--- src/rtl/except_ctrl.sv ---
// except_ctrl: memory-stage exception controller feeding CP0.
// Selects one exception per instruction using forwarded CP0 state, issues a
// one-cycle code/flush/redirect pulse, then blanks detection while the
// pipeline refills.
module except_ctrl #(
  parameter logic [31:0] HANDLER_ADDR = 32'h00000020,
  parameter int unsigned BLANK_CYCLES = 2
) (
  input  logic        clk,
  input  logic        rst,
  input  logic        inst_valid_i,
  input  logic [31:0] inst_addr_i,
  input  logic        in_delayslot_i,
  input  logic        exc_syscall_i,
  input  logic        exc_invalid_i,
  input  logic        exc_trap_i,
  input  logic        exc_ovf_i,
  input  logic        exc_eret_i,
  input  logic        stall_i,
  input  logic [31:0] cp0_status_i,
  input  logic [31:0] cp0_cause_i,
  input  logic [31:0] cp0_epc_i,
  input  logic        wb_cp0_we_i,
  input  logic [4:0]  wb_cp0_waddr_i,
  input  logic [31:0] wb_cp0_wdata_i,
  output logic [31:0] except_type_o,
  output logic [31:0] cur_inst_addr_o,
  output logic        in_delayslot_o,
  output logic        flush_o,
  output logic [31:0] new_pc_o,
  output logic        exc_busy_o
);

  localparam logic [1:0] IDLE  = 2'd0;
  localparam logic [1:0] FLUSH = 2'd1;
  localparam logic [1:0] HOLD  = 2'd2;

  localparam int unsigned CW = (BLANK_CYCLES > 0) ? $clog2(BLANK_CYCLES + 1) : 1;
  localparam logic [CW-1:0] CNT_INIT =
    (BLANK_CYCLES > 0) ? CW'(BLANK_CYCLES - 1) : '0;

  localparam logic [4:0] REG_STATUS = 5'd12;
  localparam logic [4:0] REG_CAUSE  = 5'd13;
  localparam logic [4:0] REG_EPC    = 5'd14;

  localparam logic [31:0] CODE_INT     = 32'h1;
  localparam logic [31:0] CODE_INVALID = 32'ha;
  localparam logic [31:0] CODE_SYSCALL = 32'h8;
  localparam logic [31:0] CODE_TRAP    = 32'hd;
  localparam logic [31:0] CODE_OVF     = 32'hc;
  localparam logic [31:0] CODE_ERET    = 32'he;

  logic [1:0]    state;
  logic [CW-1:0] cnt;
  logic [31:0]   eff_status;
  logic [31:0]   eff_cause;
  logic [31:0]   eff_epc;
  logic          int_req;
  logic          detect;
  logic [31:0]   code;
  logic          unused_bits;

  // Forward any in-flight write-back CP0 write over the live register values.
  always_comb begin
    eff_status = cp0_status_i;
    eff_cause  = cp0_cause_i;
    eff_epc    = cp0_epc_i;
    if (wb_cp0_we_i) begin
      if (wb_cp0_waddr_i == REG_STATUS) eff_status = wb_cp0_wdata_i;
      if (wb_cp0_waddr_i == REG_EPC)    eff_epc    = wb_cp0_wdata_i;
      if (wb_cp0_waddr_i == REG_CAUSE) begin
        eff_cause[9:8]   = wb_cp0_wdata_i[9:8];
        eff_cause[23:22] = wb_cp0_wdata_i[23:22];
      end
    end
  end

  assign int_req = eff_status[0] & ~eff_status[1] &
                   (|(eff_cause[15:8] & eff_status[15:8]));

  // Only the IE/EXL/IM/IP fields matter for detection.
  assign unused_bits = ^{eff_status[31:16], eff_status[7:2],
                         eff_cause[31:16], eff_cause[7:0]};

  assign detect = (state == IDLE) & inst_valid_i & ~stall_i;

  // Fixed-priority exception code selection.
  always_comb begin
    code = '0;
    if (detect) begin
      if (int_req)             code = CODE_INT;
      else if (exc_invalid_i)  code = CODE_INVALID;
      else if (exc_syscall_i)  code = CODE_SYSCALL;
      else if (exc_trap_i)     code = CODE_TRAP;
      else if (exc_ovf_i)      code = CODE_OVF;
      else if (exc_eret_i)     code = CODE_ERET;
    end
  end

  assign exc_busy_o = (state != IDLE);

  // State machine and registered outputs toward CP0 and the fetch stage.
  always_ff @(posedge clk) begin
    if (!rst) begin
      state           <= IDLE;
      cnt             <= '0;
      except_type_o   <= '0;
      cur_inst_addr_o <= '0;
      in_delayslot_o  <= 1'b0;
      flush_o         <= 1'b0;
      new_pc_o        <= '0;
    end else begin
      case (state)
        IDLE: begin
          if (code != '0) begin
            except_type_o   <= code;
            cur_inst_addr_o <= inst_addr_i;
            in_delayslot_o  <= in_delayslot_i;
            flush_o         <= 1'b1;
            new_pc_o        <= (code == CODE_ERET) ? eff_epc : HANDLER_ADDR;
            state           <= FLUSH;
          end
        end
        FLUSH: begin
          except_type_o <= '0;
          flush_o       <= 1'b0;
          new_pc_o      <= '0;
          cnt           <= CNT_INIT;
          state         <= (BLANK_CYCLES == 0) ? IDLE : HOLD;
        end
        HOLD: begin
          if (cnt == '0) state <= IDLE;
          else           cnt   <= cnt - 1'b1;
        end
        default: state <= IDLE;
      endcase
    end
  end

endmodule

--- config.mk ---
export PLATFORM = sky130hd
export DESIGN_NAME = except_ctrl
export DESIGN_NICKNAME = d
export VERILOG_FILES = /design/src/rtl/except_ctrl.sv
export SDC_FILE = /design/constraint.sdc
export NUM_CORES = 1
export LEC_CHECK = 0
export ABC_AREA = 0
export BUFFER_PORTS_ARGS = -buffer_cell sky130_fd_sc_hd__clkbuf_2
export CELL_PAD_IN_SITES_DETAIL_PLACEMENT = 2
export CELL_PAD_IN_SITES_GLOBAL_PLACEMENT = 2
export CORE_MARGIN = 4
export CORE_UTILIZATION = 21
export DETAILED_ROUTE_END_ITERATION = 12
export PLACE_DENSITY = 0.84
export SLEW_MARGIN = 0
export SYNTH_ARGS = -nofsm -noshare
export SYNTH_HDL_FRONTEND = slang
export SYNTH_SLANG_ARGS = --single-unit
--- constraint.sdc ---
create_clock -name clk -period 3.94 [get_ports clk]
set_clock_uncertainty 0.1 [all_clocks]
set_input_delay 0.788 -clock clk [delete_from_list [all_inputs] [get_ports clk]]
set_output_delay 0.788 -clock clk [all_outputs]
set_load 0.01 [all_outputs]
==> impl_results.md <==
* Period minus WS final at 3035 ps
* Critical path class: input port to register
* Critical Path Start: wb_cp0_waddr_i[4]
* Clk sinks at 74
* Leakage power at 0.002406 µW
* Final Max Slew Viols at 0
* CTS buffer count at 9
* Critical Path Start Type: input port
* Rows at 47
* Area after DPL at 4654 µm²
* Antenna viol nets, final at 0
* Critical Path Fanout Max at 34
* Crit path DAT at ~3200 ps
* Routed via count at 3342
* Synth area leader: dfxtp_1
* Clk_lat worst skew at 330 ps
* Endpoints failing hold at 0
* Worst Setup End Kind: register
* Max_cap viols at 0
* Hold-fix buffers, CTS at 0
* Top cell type's share of synthesized area at 41.81%
* Vias in the first global route at 3716
* Initial antenna violation count at 0
* Max stage delay cell, worst path: a221o_1
* Clock buffer depth at 2
* Initial Utilization at 21.37%
* Root Driver: clkbuf_16
* Outcome: complete, no violations
* Pin count of the biggest net entering global routing at between 70 and 80
* Full die area at 19020 µm²
* Drt total wl at 12.75 mm
* Core Region at 16580 µm²
* Pre-antenna DRT Iters at 3
* GRT Total Usage at 13.25%
* Hold Crit Start: cur_inst_addr_o[12]
* Synth unique cells at 44
* Worst vdd ir at 0.0001786 V
* Post CTS Setup Buffer Count at 0
* Final setup viols at 0
* PostCTS Resize Cnt at 0
* Layout area overhead at 40.36%
* Remaining global-route overflow at 0
* H-tree Lvls at 3
* Nets at 738
* Period utilization at 77.04%
* CP cell instances: clkbuf_2 > nand4b_4 > nor3_4 > mux2_2 > a221o_1 > o31a_1 > o21ai_4 > buf_12 > mux2i_1
* Die Y at 137.9 µm
* F_max at 329.5 MHz
* Slowest stage delay, CP at between 400 and 500 ps
* TritonCTS clock tree: built
* Power per cell area at 386.6 nW/µm²
* Syn Inst Count at roughly 370
* Design Power at ~1900 µW
* DP HPWL at 10.37 mm
* Post-route setup TNS at 0 ps
* Yosys warning count at 0
* 1st-iter DRT viols at 56
* Io pins at 275
* Synthesized area per cell at 9.708 µm²
* Worst rel slew slack at 53.98%
* Final instance area at 4974 µm²
* Seq/Total Area, Yosys at 41.81%
* Post-Place Cells at 770
* Reg clk slew, reported paths at 60 ps
* Non-filler instance count after layout at 786
* Synth top area cells: dfxtp_1 (42%), mux2i_1 (19%), nand2_1 (8.2%)
* WL/cell at 16.22 µm
* Synthesized cell area at 3543 µm²
* Min-delay worst type: register to register
* Most frequent cells in the layout: clkbuf_2 (200), nand2_1 (77), dfxtp_1 (74)
* Worst Tran Pin Value at 690.3 ps
* Port bufs at 200
* FF+latch count, synth at 74
* Via density per instance at around 4.3
* First-pass GRT wire length at roughly 19 mm
* Critical Path RT at ~4100 ps
* WHS at 360.0 ps
* N_diodes at 0
* Residual DRC count at 0
* Worst r2r src: state[1]
* Share of post-route cells with drive strength above 1 at slightly above 40%
* Die width at 137.9 µm
* RSZ-0062 raised after global routing: false
* Commonest non-fill, non-tap cell in the layout: clkbuf_2
* GP Congestion at 0.8167
==> per-layer routing <==
layer | wire [µm] | GRT usage, % | vias up
met5 | 0 | 0 | -
li1 | - | - | 1623
met4 | 179 | 4.940 | 0
met1 | 4846 | 13.96 | 1552
met2 | 6461 | 24.00 | 157
met3 | 1264 | 4.935 | 10
==> power breakdown <==
group          total, µW  internal [µW]  switching [µW]
combinational        247            111             136
clock                891            567             323
sequential           785            772            13.2
==> state kept, by name, summed over array words and instances (netlist names) <==
signal	count
cur_inst_addr_o	32
new_pc_o	32
except_type_o	4
cnt	2
state	2
flush_o	1
in_delayslot_o	1
==> Yosys cell counts (all sizes together) <==
| master | instances |
|---|---|
| buf | 38 |
| a22oi | 1 |
| o22a | 1 |
| and2 | 1 |
| nand2 | 77 |
| o21bai | 1 |
| a21boi | 2 |
| mux2i | 69 |
| o31ai | 3 |
| ha | 1 |
| o22ai | 1 |
| clkbuf | 12 |
| o21a | 1 |
| conb | 1 |
| o2bb2ai | 33 |
| nand3b | 2 |
| nand4 | 1 |
| o221ai | 1 |
| nor2 | 6 |
| a221o | 1 |
| a21oi | 4 |
| dfxtp | 74 |
| mux2 | 2 |
| nand2b | 2 |
| or2 | 2 |
| or3 | 2 |
| nor3b | 2 |
| a32o | 1 |
| o31a | 1 |
| o2111ai | 1 |
| nand4b | 1 |
| nor3 | 3 |
| o21ai | 7 |
| nand3 | 3 |
| nor4b | 1 |
| inv | 4 |
| a22o | 2 |
==> critical path: cells and delay by family <==
kind	cells	cell delay [ps]
AO/OA/AOI/OAI	3	950
multiplexers	2	610
AND/OR/NAND/NOR	2	460
buffers and inverters	2	330
==> cell families after synthesis <==
group,Yosys count,synth area share (%)
buffers and inverters,54,10.35
and+or+nand+nor,103,13.14
DFF,74,41.81
AOI/OAI and AO/OA,61,14.12
adders and majority gates,1,0.3531
other,1,0.1058
muxes,71,20.13
==> worst paths after layout <==
kind / end / slack, ps / cells after the start
min: cur_inst_addr_o[12] / 360 / 2
max reg2reg: except_type_o[3] / 1980 / 7
min reg2reg: cur_inst_addr_o[12] / 360 / 2
max: cur_inst_addr_o[18] / 900 / 9
==> cell type report <==
type | count | area [µm²]
Timing Repair Buffer | 208 | 1074
Multi-Input combinational cell | 264 | 1809
Fill cell | 1947 | 11610
Tap cell | 220 | 275.3
Inverter | 4 | 15.01
Clock buffer | 10 | 239.0
Clock inverter | 6 | 80.08
Sequential cell | 74 | 1481
==> metrics by stage <==
stage / setup slack [ps] / utilization, %
final: 904.6 / 29.99
after global routing: 782.3 / 29.99
after CTS: 873.3 / 29.99
after detailed placement: 521.7 / 28.07
after global placement: 596.3 / 28.07
after floorplan: 825.7 / -
No activity file was read; power rests on OpenSTA's default activity.
